[src/rtl/multi_clk_divider.sv]
// multi_clk_divider
//   N_CH independent square-wave tone generators sharing one command port.
//   A command (cmd_ch, cmd_freq) is turned into a half-period count by a
//   serial restoring divider: half = floor((CLK_FREQ_HZ/2) / cmd_freq),
//   clamped to 1 when the quotient is 0, saturated to all-ones on overflow,
//   and 0 (silence) when cmd_freq is 0.
//
//   Optional feature macro: CLK_DIV_PHASE_SYNC_EN
//     undefined : a new half-period is parked in a pending register and
//                 becomes active at the channel's next toggle (glitch-free).
//     defined   : a new half-period takes effect at once; the channel
//                 counter is cleared and its output forced low.
//
// Ports
//   in_clk      rising-edge clock for all logic
//   rst_n       asynchronous active-low reset
//   cmd_valid   command request
//   cmd_ready   command can be accepted (IDLE only)
//   cmd_ch      target channel; values >= N_CH are accepted and dropped
//   cmd_freq    tone frequency in Hz, 0 = silence
//   ch_en       per-channel run enable
//   out_clk     per-channel tone output
//   ch_active   per-channel "active half-period is nonzero"
//
// Command FSM
//   state | meaning
//   IDLE  | waiting for a command
//   DIV   | CNT_W cycles, one quotient bit per cycle
//   WRITE | result stored into the target channel
//
module multi_clk_divider #(
  parameter int N_CH        = 4,
  parameter int CLK_FREQ_HZ = 50_000_000,
  parameter int CNT_W       = 32,
  localparam int CH_W       = (N_CH > 1) ? $clog2(N_CH) : 1
) (
  input  logic              in_clk,
  input  logic              rst_n,
  input  logic              cmd_valid,
  output logic              cmd_ready,
  input  logic [CH_W-1:0]   cmd_ch,
  input  logic [31:0]       cmd_freq,
  input  logic [N_CH-1:0]   ch_en,
  output logic [N_CH-1:0]   out_clk,
  output logic [N_CH-1:0]   ch_active
);

  // Dividend extended so that its bits above CNT_W form the initial
  // partial remainder. If that upper part is already >= divisor the
  // quotient cannot fit in CNT_W bits, which is exactly the overflow test.
  localparam int                KW      = CNT_W + 32;
  localparam logic [KW-1:0]     HALF_K  = KW'(CLK_FREQ_HZ / 2);
  localparam logic [31:0]       K_HI    = HALF_K[KW-1:CNT_W];
  localparam logic [CNT_W-1:0]  K_LO    = HALF_K[CNT_W-1:0];
  localparam int                BC_W    = $clog2(CNT_W + 1);
  localparam logic [BC_W-1:0]   BC_LAST = BC_W'(CNT_W - 1);

  typedef enum logic [1:0] {IDLE, DIV, WRITE} state_t;

  state_t            state_q, state_d;
  logic              ready_q, ready_d;
  logic [CH_W-1:0]   ch_q, ch_d;
  logic [31:0]       freq_q, freq_d;
  logic              ovf_q, ovf_d;
  logic [31:0]       rem_q, rem_d;
  logic [CNT_W-1:0]  dvd_q, dvd_d;
  logic [CNT_W-1:0]  quot_q, quot_d;
  logic [BC_W-1:0]   bit_q, bit_d;

  logic              wr_en;
  logic [32:0]       r_shift;
  logic [32:0]       r_diff;
  logic              q_bit;
  logic [CNT_W-1:0]  new_half;

  always_comb begin
    state_d = state_q;
    ready_d = 1'b0;
    ch_d    = ch_q;
    freq_d  = freq_q;
    ovf_d   = ovf_q;
    rem_d   = rem_q;
    dvd_d   = dvd_q;
    quot_d  = quot_q;
    bit_d   = bit_q;
    wr_en   = 1'b0;
    r_shift = {rem_q, dvd_q[CNT_W-1]};
    r_diff  = r_shift - {1'b0, freq_q};
    q_bit   = (r_shift >= {1'b0, freq_q});
    case (state_q)
      IDLE: begin
        // ready is registered: it rises one cycle after returning to IDLE
        // and drops on the accept edge itself.
        ready_d = 1'b1;
        if (cmd_valid && ready_q) begin
          state_d = DIV;
          ready_d = 1'b0;
          ch_d    = cmd_ch;
          freq_d  = cmd_freq;
          ovf_d   = (K_HI >= cmd_freq);
          rem_d   = K_HI;
          dvd_d   = K_LO;
          quot_d  = '0;
          bit_d   = BC_LAST;
        end
      end
      DIV: begin
        rem_d  = q_bit ? r_diff[31:0] : r_shift[31:0];
        dvd_d  = dvd_q << 1;
        quot_d = (quot_q << 1) | CNT_W'(q_bit);
        if (bit_q == '0) state_d = WRITE;
        else             bit_d   = bit_q - BC_W'(1);
      end
      WRITE: begin
        wr_en   = 1'b1;
        state_d = IDLE;
      end
      default: state_d = IDLE;
    endcase
  end

  always_comb begin
    if (freq_q == '0)        new_half = '0;
    else if (ovf_q)          new_half = '1;
    else if (quot_q == '0)   new_half = CNT_W'(1);
    else                     new_half = quot_q;
  end

  always_ff @(posedge in_clk or negedge rst_n) begin
    if (!rst_n) begin
      state_q <= IDLE;
      ready_q <= 1'b0;
      ch_q    <= '0;
      freq_q  <= '0;
      ovf_q   <= 1'b0;
      rem_q   <= '0;
      dvd_q   <= '0;
      quot_q  <= '0;
      bit_q   <= '0;
    end else begin
      state_q <= state_d;
      ready_q <= ready_d;
      ch_q    <= ch_d;
      freq_q  <= freq_d;
      ovf_q   <= ovf_d;
      rem_q   <= rem_d;
      dvd_q   <= dvd_d;
      quot_q  <= quot_d;
      bit_q   <= bit_d;
    end
  end

  // Channel datapath
  logic [CNT_W-1:0] half_q [N_CH];
  logic [CNT_W-1:0] half_d [N_CH];
  logic [CNT_W-1:0] pend_q [N_CH];
  logic [CNT_W-1:0] pend_d [N_CH];
  logic [CNT_W-1:0] cnt_q  [N_CH];
  logic [CNT_W-1:0] cnt_d  [N_CH];
  logic [N_CH-1:0]  pvld_q, pvld_d;
  logic [N_CH-1:0]  out_q, out_d;
  logic [N_CH-1:0]  act_q, act_d;

  always_comb begin
    for (int i = 0; i < N_CH; i++) begin
      half_d[i] = half_q[i];
      pend_d[i] = pend_q[i];
      cnt_d[i]  = cnt_q[i];
      pvld_d[i] = pvld_q[i];
      out_d[i]  = out_q[i];
      if (!ch_en[i] || half_q[i] == '0) begin
        cnt_d[i] = '0;
        out_d[i] = 1'b0;
        if (pvld_q[i]) begin
          half_d[i] = pend_q[i];
          pvld_d[i] = 1'b0;
        end
      end else if (cnt_q[i] == half_q[i] - CNT_W'(1)) begin
        cnt_d[i] = '0;
        out_d[i] = ~out_q[i];
        if (pvld_q[i]) begin
          half_d[i] = pend_q[i];
          pvld_d[i] = 1'b0;
        end
      end else begin
        cnt_d[i] = cnt_q[i] + CNT_W'(1);
      end
      // The write follows the normal step, so a pending value consumed on
      // this same edge is the old one and the new value waits its turn.
      if (wr_en && int'(ch_q) == i) begin
`ifdef CLK_DIV_PHASE_SYNC_EN
        half_d[i] = new_half;
        pvld_d[i] = 1'b0;
        cnt_d[i]  = '0;
        out_d[i]  = 1'b0;
`else
        pend_d[i] = new_half;
        pvld_d[i] = 1'b1;
`endif
      end
      act_d[i] = (half_d[i] != '0);
    end
  end

  always_ff @(posedge in_clk or negedge rst_n) begin
    if (!rst_n) begin
      for (int i = 0; i < N_CH; i++) begin
        half_q[i] <= '0;
        pend_q[i] <= '0;
        cnt_q[i]  <= '0;
      end
      pvld_q <= '0;
      out_q  <= '0;
      act_q  <= '0;
    end else begin
      for (int i = 0; i < N_CH; i++) begin
        half_q[i] <= half_d[i];
        pend_q[i] <= pend_d[i];
        cnt_q[i]  <= cnt_d[i];
      end
      pvld_q <= pvld_d;
      out_q  <= out_d;
      act_q  <= act_d;
    end
  end

  assign cmd_ready = ready_q;
  assign out_clk   = out_q;
  assign ch_active = act_q;

endmodule

[config.mk]
export PLATFORM = sky130hd
export DESIGN_NAME = multi_clk_divider
export DESIGN_NICKNAME = d
export VERILOG_FILES = /design/src/rtl/multi_clk_divider.sv
export SDC_FILE = /design/constraint.sdc
export NUM_CORES = 1
export LEC_CHECK = 0
export BUFFER_PORTS_ARGS = -buffer_cell sky130_fd_sc_hd__buf_2
export CAP_MARGIN = 15
export CORE_MARGIN = 5
export CORE_UTILIZATION = 35
export CTS_CLUSTER_SIZE = 30
export DETAILED_ROUTE_END_ITERATION = 16
export HOLD_SLACK_MARGIN = 0.06
export PLACE_DENSITY = 0.51
export SYNTH_ARGS = -nofsm -noshare
export SYNTH_HDL_FRONTEND = slang
export SYNTH_SLANG_ARGS = --single-unit
[constraint.sdc]
create_clock -name in_clk -period 5.6 [get_ports in_clk]
set_clock_uncertainty 0.15 [all_clocks]
set_input_delay 0.28 -clock in_clk [delete_from_list [all_inputs] [get_ports in_clk]]
set_output_delay 0.28 -clock in_clk [all_outputs]
set_load 0.03 [all_outputs]
* Word level (Yosys, flattened, before mapping)
Index checks and enable logic that the tools add are counted.
** Word-level totals
- Register bits after elaboration :: 536
- Memories kept :: 0
- Latch bits :: 0
- Bits of input ports :: 41
- Memory bits (read-only) :: 0
- Logic and storage cells :: 156
- Output and inout bits :: 9
- Bits in writable memories :: 0
** Cells by class
- Multipliers :: 0
- Magnitude comparators :: 2
- Muxes and demuxes :: 58
- Reduce and logical (&&, ||, !) cells :: 39
- Shift operators :: 0
- Equality and inequality tests :: 12
- Add/sub/neg operators :: 10
- Bitwise operators :: 5
- Div/mod/pow operators :: 0
** Operator list (number)
- 32-bit two-way mux :: 26
- 32-bit zero test :: 6
- 32-bit one-hot mux with 2 select lines :: 3
- 32-bit by 1-bit adder with 32-bit output, second input constant :: 4
- 32-bit == test :: 4
- 32-bit nonzero test :: 4
- 32-bit by 1-bit subtractor with 32-bit output, second input constant :: 4
- 33-bit by 32-bit >= comparator with 1-bit output :: 1
- 1-bit by 32-bit >= comparator with 1-bit output, first input constant :: 1
- 32-bit by 1-bit bitwise OR with 32-bit output :: 1
- 32-bit subtractor :: 1
- 1-bit two-way mux :: 23
- 6-bit two-way mux :: 2
- 6-bit one-hot mux with 2 select lines :: 1
- 3-bit nonzero test :: 4
- 2-bit nonzero test :: 5
- 2-bit == test, second input constant :: 3
- 6-bit zero test :: 1
- 2-bit != test, second input constant :: 3
- 2-bit AND reduction :: 3
- 6-bit by 1-bit subtractor with 6-bit output, second input constant :: 1
- 1-bit logical AND :: 5
- 2-bit by 1-bit == test with 1-bit output, second input constant :: 2
- 1-bit zero test :: 4
- 6 further kinds :: 14

* Logic depth before layout (Yosys ltp)
Gate-level depths: netlist (run 1).
- Word-level depth :: 5
- Mapped depth :: 15
- Mapped depth without buffers :: 14

* Worst setup path before layout (run 1)
Ideal clock, no wire load.
- Path type :: flip-flop to flip-flop
- From :: register half_q[32] (netlist name)
- To :: register half_q[54] (netlist name)
- Path buffers :: 2
- Clock period less this slack :: 3.892 ns
- Required time :: 5.325 ns
- Cell stages (with the launch flop) :: 16
- Setup time :: 0.125 ns
- Arrival time :: 3.617 ns
- Setup slack :: 1.708 ns
- Cell sequence :: dfrtp_1 -> inv_1 -> ha_1 -> nor4b_1 -> nand3_1 -> or3_1 -> xnor2_1 -> nor4_1 -> nand4_1 -> nor3_1 -> nand4_1 -> nand2b_1 -> buf_2 -> nand2_1 -> buf_2 -> mux2_2
** RTL lines
- start: declaration :: line 154 : logic [CNT_W-1:0] half_q [N_CH];
- start signal: indexed assignment :: line 217 : half_q[i] <= half_d[i];

==> impl_metrics.ini, run 1 <==
[timing]
report.final.setup_viol = 0
setup_tns_ns = 0
layout_min_cycle_time_ns = 4.66
final_slew_violations = 0
hold-worst-slack_ns = 0.155
rsz_0062_raised_after_global_routing = no
slew_headroom = 0.235
max_freq_mhz = 215
post-route-period-util = 0.832
worst-slew-pin-transition_ns = 1.14
number_of_failing_hold_endpoints_at_the_final_stage = 0

[clock_tree]
clk_path_buf_depth = 3
cts_made_buffers = 60
clock-sinks = 530
clock_insertion_delay_worst_skew_ns = 0.62
ctsResizeCount = 0
clock_tree.htree_level_count = 2
cts_tree = built
clock_tree.root_cell = clkbuf_16
clkTransAtPathRegs_ns = 0.06

[yosys]
ys_async_sr_fraction = 1.00
syn_nets = 3061
synth_cells = 2977
synth_seq_area_share = 0.475
top_post_synthesis_cells_by_count = 530 x dfrtp_1, 399 x nand2_1, 329 x o21ai_0
register_bit_total_from_synthesis = 530
synth_enable_flop_cells = 0
postSynthAreaPerCell_um2 = 9.39
post-synth-top-count-cell = dfrtp_1
portion_of_synthesized_cell_area_occupied_by_the_leading_cell_type = 0.475
synthTopCellsByArea = dfrtp_1 47%, o21ai_0 5.9%, xnor2_1 5.8%
synthesis.area_um2 = 27900
ys_types = 80
yosysWarningCount = 0
yosys.area.top_type = dfrtp_1
synth-main-ff-cell = dfrtp_1

[cells_and_area]
synthToLayoutAreaGrowth_pct = 14.4
stdcell_count = 4120
layout_cells_sized_above_1 = 0.110
insertedDiodeCount = 0
finalInstanceArea_um2 = 32000
final_net_count = 3103

[place]
place_hpwl_mm = 50.6
place.detailed.instances = 3965
numPortBuffers = 49
routabilityCongestion = 0.871
dpl-instance-area_um2 = 29200

[pwr]
power.share.sequential = 0.451
p_int_mw = 6.70
p_sw_mw = 1.78
p_per_area_nw_per_um2 = 266
netSwitchingFraction = 0.210
power.static_leakage_nw = 14.5
vdd_drop_max_mv = 0.264
power.share.clock = 0.534
power.combinational.fraction = 0.015

[job]
maxCapViolCount = 0

[detailed_routing]
drt-wirelength-per-cell_um = 17.6
total_via_count_after_detailed_routing = 21500
detail_route.wirelength_mm = 72.4
drtPass1Iterations = 5
post-route-drc-count = 0
via_per_inst = 5.23
antenna_violating_nets_post_route = 0
first_iter_violations = 1395

[global_route]
grt_util_all_layers = 0.167
grt-ovfl-total = 0
via_count_of_the_first_global_routing_pass = 21700
antenna_found_initial = 4
pin_count_of_the_biggest_net_entering_global_routing = 149
global_route_wire_length_before_repair_mm = 118

[critical_path]
critPathLaunchType = flip-flop
crit_required_ns = 5.96
critical-path-max-stage-delay_ns = 0.48
timing.critical_path.cells = inv_1 -> ha_1 -> nor3b_1 -> nand2_1 -> nor3_1 -> mux2_2 -> a311o_1 -> nor4_1 -> nand4_1 -> nor4_2 -> or2_1 -> buf_4 -> nand2_4 -> mux2_4
critPathMaxFanout = 34
worst-endpoint-arrival_ns = 5.02
endpoint_kind = flip-flop
critical_path.slowest_cell = nor4_1
criticalPathCategory = reg2reg

[floorplan]
die-height_um = 293
die_width_um = 293
design.die.area_um2 = 85600
top_level_ports = 50
core_area_um2 = 79100
floorplan.rows = 103
start_util = 0.353

[min_path]
min-delay-path-class = in2async

[outcome]
run_status = complete, no violations
-- kinds of logic after synthesis --
| kind of cell | count (synthesis) | synth area share |
|---|---|---|
| buffers and inverters | 210 | 0.0297 |
| AOI/OAI and AO/OA | 523 | 0.107 |
| xor gates and xnor gates | 311 | 0.0975 |
| adders and majority gates | 43 | 0.0195 |
| muxes | 169 | 0.0704 |
| and+or+nand+nor | 1191 | 0.201 |
| DFF | 530 | 0.475 |
-- registers in the layout, indices dropped and copies added, names as in the netlist --
| register | flops |
|---|---|
| half_q | 128 |
| cmd_ready | 1 |
| ovf_q | 1 |
| dvd_q | 26 |
| quot_q | 32 |
| ch_active | 4 |
| state_q | 2 |
| freq_q | 32 |
| pvld_q | 4 |
| bit_q | 6 |
| cnt_q | 128 |
| pend_q | 128 |
| out_clk | 4 |
| ch_q | 2 |
| rem_q | 32 |
-- power groups by stage --
stage | logic, mW | registers, mW | clock network, mW
3_3_place_gp | 0.108 | 3.90 | 0
3_5_place_dp | 0.111 | 3.90 | 0
6_report | 0.126 | 3.83 | 4.53
2_1_floorplan | 0.00143 | 3.90 | 0
4_1_cts | 0.132 | 3.83 | 4.65
5_1_grt | 0.148 | 3.83 | 4.81
-- metrics by stage --
| stage | power [mW] | utilization | setup slack [ns] |
|---|---|---|---|
| after floorplan | 3.90 | - | 1.71 |
| after global placement | 4.01 | 0.369 | 1.03 |
| after detailed placement | 4.01 | 0.369 | 1.01 |
| after CTS | 8.62 | 0.404 | 1.00 |
| after global routing | 8.79 | 0.404 | 0.609 |
| final | 8.49 | 0.404 | 0.939 |
-- critical path: cells and delay by family (launching register included) --
kind / cells / cell delay (ns)
fa+ha+maj: 1 / 0.19
simple gates: 8 / 2.20
mux: 2 / 0.79
flops: 1 / 0.43
buf+inv: 2 / 0.41
compound gates: 1 / 0.32
-- path summary, 6_finish.rpt --
| check | startpoint | endpoint | slack, ns | cells past startpoint |
|---|---|---|---|---|
| max in group asynchronous | rst_n | pend_q[82]$_DFFE_PN0P_ | 3.72 | 3 |
| max | half_q[96]$_DFF_PN0_ | half_q[118]$_DFF_PN0_ | 0.94 | 14 |
| min | rst_n | half_q[114]$_DFF_PN0_ | 0.16 | 2 |
| min reg2reg | dvd_q[6]$_DFFE_PN0P_ | dvd_q[6]$_DFFE_PN0P_ | 0.33 | 2 |
| max reg2reg | half_q[96]$_DFF_PN0_ | half_q[118]$_DFF_PN0_ | 0.94 | 14 |
| min in group in_clk | cmd_valid | cmd_ready$_DFF_PN0_ | 0.25 | 3 |
-- cell usage in the layout (no fill, tap or decap), types with 66 or more instances in the layout --
| cell | synthesis | final |
|---|---|---|
| dfrtp_1 | 530 | 530 |
| a21oi_1 | 67 | 66 |
| mux2_2 | 87 | 87 |
| nor2_1 | 300 | 299 |
| nand2_1 | 399 | 398 |
| nor4_1 | 92 | 92 |
| inv_1 | 75 | 75 |
| nand3_1 | 99 | 98 |
| xnor2_1 | 186 | 186 |
| o21ai_0 | 329 | 324 |
| xor2_1 | 125 | 125 |
-- timing repair --
action | 4_1_cts | 5_1_grt
endpoints found under the hold margin | 150 | 0
setup buffers | 0 | 0
hold buffers | 40 | 0
setup endpoints to repair | 0 | 0
-- layer usage --
| metal | track usage | routed length (um) | vias to the layer above |
|---|---|---|---|
| met5 | 0 | 0 | - |
| met4 | 0.0419 | 1550 | 0 |
| met3 | 0.0205 | 2390 | 95 |
| met2 | 0.282 | 34800 | 332 |
| met1 | 0.230 | 33700 | 10700 |
| li1 | - | - | 10500 |
-- area by class of cell --
cell class | count | area, um2
fillers | 7801 | 47200
well taps | 1050 | 1310
clock inverters | 37 | 582
inverters | 75 | 282
multi-input cells | 2237 | 13900
repair buffers | 115 | 898
flip-flops and latches | 530 | 13300
clock buffers | 76 | 1730
Note: power is estimated with default switching activity, not from simulation.
==> inputs of run 2 (changes only) <==
Settings changed: PLACE_DENSITY 0.51 to 0.53.
Clock period 5.6 ns to 3.77 ns, I/O delays scaled along.
==> impl_metrics.ini, run 2 (synthesis results as in run 1) <==
[outcome]
run_status = complete, no violations

[timing]
final_slew_violations = 0
post-route-worst-setup-slack_ns = 0.0993
report.final.setup_viol = 0
setup_tns_ns = 0
number_of_failing_hold_endpoints_at_the_final_stage = 0
rsz_0062_raised_after_global_routing = yes
post-route-period-util = 0.974
layout_min_cycle_time_ns = 3.67
hold-worst-slack_ns = 0.128
slew_headroom = 0.224
max_freq_mhz = 272
worst-slew-pin-transition_ns = 1.15

[critical_path]
endpoint_kind = flip-flop
critical_path.slowest_cell = or4_4
critPathMostFrequentCell = or4_4
critical-path-max-stage-delay_ns = 0.53
timing.critical_path.cells = or4_4 -> or3_4 -> or4_4 -> or3b_1 -> a31oi_1 -> a21oi_1 -> nor4_2 -> or2_4 -> nand2_8 -> clkbuf_16 -> mux2_4
criticalPathCategory = reg2reg
critical-path-top-delay-family = simple AND/OR/NAND/NOR gates
worst-endpoint-arrival_ns = 3.99
critPathLaunchType = flip-flop
critical_path.n_buffers_inverters = 1
critPathMaxFanout = 7
crit_required_ns = 4.09

[min_path]
min-delay-path-class = in2async

[detailed_routing]
drtPass1Iterations = 5
drt-wirelength-per-cell_um = 17.1
detail_route.wirelength_mm = 72.8
post-route-drc-count = 0
total_via_count_after_detailed_routing = 21700
first_iter_violations = 1220
via_per_inst = 5.09
antenna_violating_nets_post_route = 0

[pwr]
vdd_drop_max_mv = 0.297
power.share.clock = 0.529
power.static_leakage_nw = 15.2
p_sw_mw = 2.68
power.share.sequential = 0.455
report.power.total_mw = 12.5
power.combinational.fraction = 0.016
p_per_area_nw_per_um2 = 376
netSwitchingFraction = 0.214
p_int_mw = 9.83

[clock_tree]
clk_path_buf_depth = 3
clkTransAtPathRegs_ns = 0.06
cts_tree = built
cts_made_buffers = 66
clock_insertion_delay_worst_skew_ns = 0.61
clock_tree.root_cell = clkbuf_16
clock-sinks = 530
clock_tree.htree_level_count = 3

[floorplan]
die-height_um = 293
design.die.area_um2 = 85600
top_level_ports = 50
start_util = 0.353
floorplan.rows = 103
core_area_um2 = 79100
die_width_um = 293

[cells_and_area]
synthToLayoutAreaGrowth_pct = 19.0
stdcell_count = 4253
reg.largest.list = cnt_q: 128 flops, half_q: 128 flops, pend_q: 128 flops
top_library_cells_by_usage_in_the_layout_fill_and_taps_aside = 529 x dfrtp_1, 396 x nand2_1, 322 x o21ai_0
fillerInstances = 7798
layout_cells_sized_above_1 = 0.152
leading_cell_type_in_the_layout_fill_and_taps_excluded = dfrtp_1
final_net_count = 3235

[place]
routabilityCongestion = 0.829
pre_cts_slack_ns = -0.0547
numPortBuffers = 49
place.detailed.instances = 4083
place_hpwl_mm = 50.4

[global_route]
antenna_found_initial = 2
grt-ovfl-total = 0
via_count_of_the_first_global_routing_pass = 21400
global_route_wire_length_before_repair_mm = 119
grt_util_all_layers = 0.168
pin_count_of_the_biggest_net_entering_global_routing = 138

[job]
maxCapViolCount = 0
run 2: tightest hold or removal path, cell delays in order:
cell and delay [ns]:
dlygate4sd3_1 0.56, buf_8 0.21, buf_16 0.26
run 2: routing by layer:
layer	share of wire	vias up	track usage
met5	0	-	0
met4	0.020	0	0.0393
met3	0.032	96	0.0255
met2	0.46	305	0.273
met1	0.49	10500	0.239
li1	-	10700	-
run 2: timing repair:
item / in CTS / in global routing
gates resized for setup: 2 / 27
pin swaps: 0 / 11
setup endpoints to repair: 65 / 220
hold buffers: 41 / 0
cloned: 0 / 5
buffers inserted: 0 / 4
hold endpoints to repair: 500 / 0
run 2: path summary, 6_finish.rpt:
kind | slack (ns) | end | cells past startpoint | from
min in group in_clk | 0.19 | cmd_ready$_DFF_PN0_ | 3 | cmd_valid
max in group asynchronous | 2.59 | cnt_q[1]$_DFF_PN0_ | 3 | rst_n
setup / recovery | 0.1 | half_q[103]$_DFF_PN0_ | 11 | half_q[105]$_DFF_PN0_
setup reg to reg | 0.1 | half_q[103]$_DFF_PN0_ | 11 | half_q[105]$_DFF_PN0_
hold / removal | 0.13 | cnt_q[99]$_DFF_PN0_ | 3 | rst_n
hold reg to reg | 0.33 | dvd_q[6]$_DFFE_PN0P_ | 2 | dvd_q[6]$_DFFE_PN0P_
run 2: area by class of cell:
class	instances	area (um2)	area share
Multi-Input combinational cell	2237	14000	0.422
Sequential cell	530	13300	0.399
Timing Repair Buffer	241	2040	0.0615
Clock buffer	94	1980	0.0595
Tap cell	1050	1310	0.0395
Clock inverter	23	318	0.00956
Inverter	75	282	0.00847
Antenna cell	3	7.51	0.000226
run 2: power groups by stage:
stage | Clock (mW) | Combinational, mW | Sequential [mW]
final | 6.62 | 0.196 | 5.69
after global routing | 7.04 | 0.229 | 5.69
after CTS | 6.79 | 0.206 | 5.69
after detailed placement | 0 | 0.168 | 5.79
after global placement | 0 | 0.168 | 5.79
after floorplan | 0 | 0.00212 | 5.79
run 2: through the flow:
stage | cell area, um2 | utilization
after detailed placement | 30200 | 0.382
after global placement | 30200 | 0.382
after floorplan | 28000 | -
after global routing | 33200 | 0.420
after CTS | 33000 | 0.417
final | 33200 | 0.420
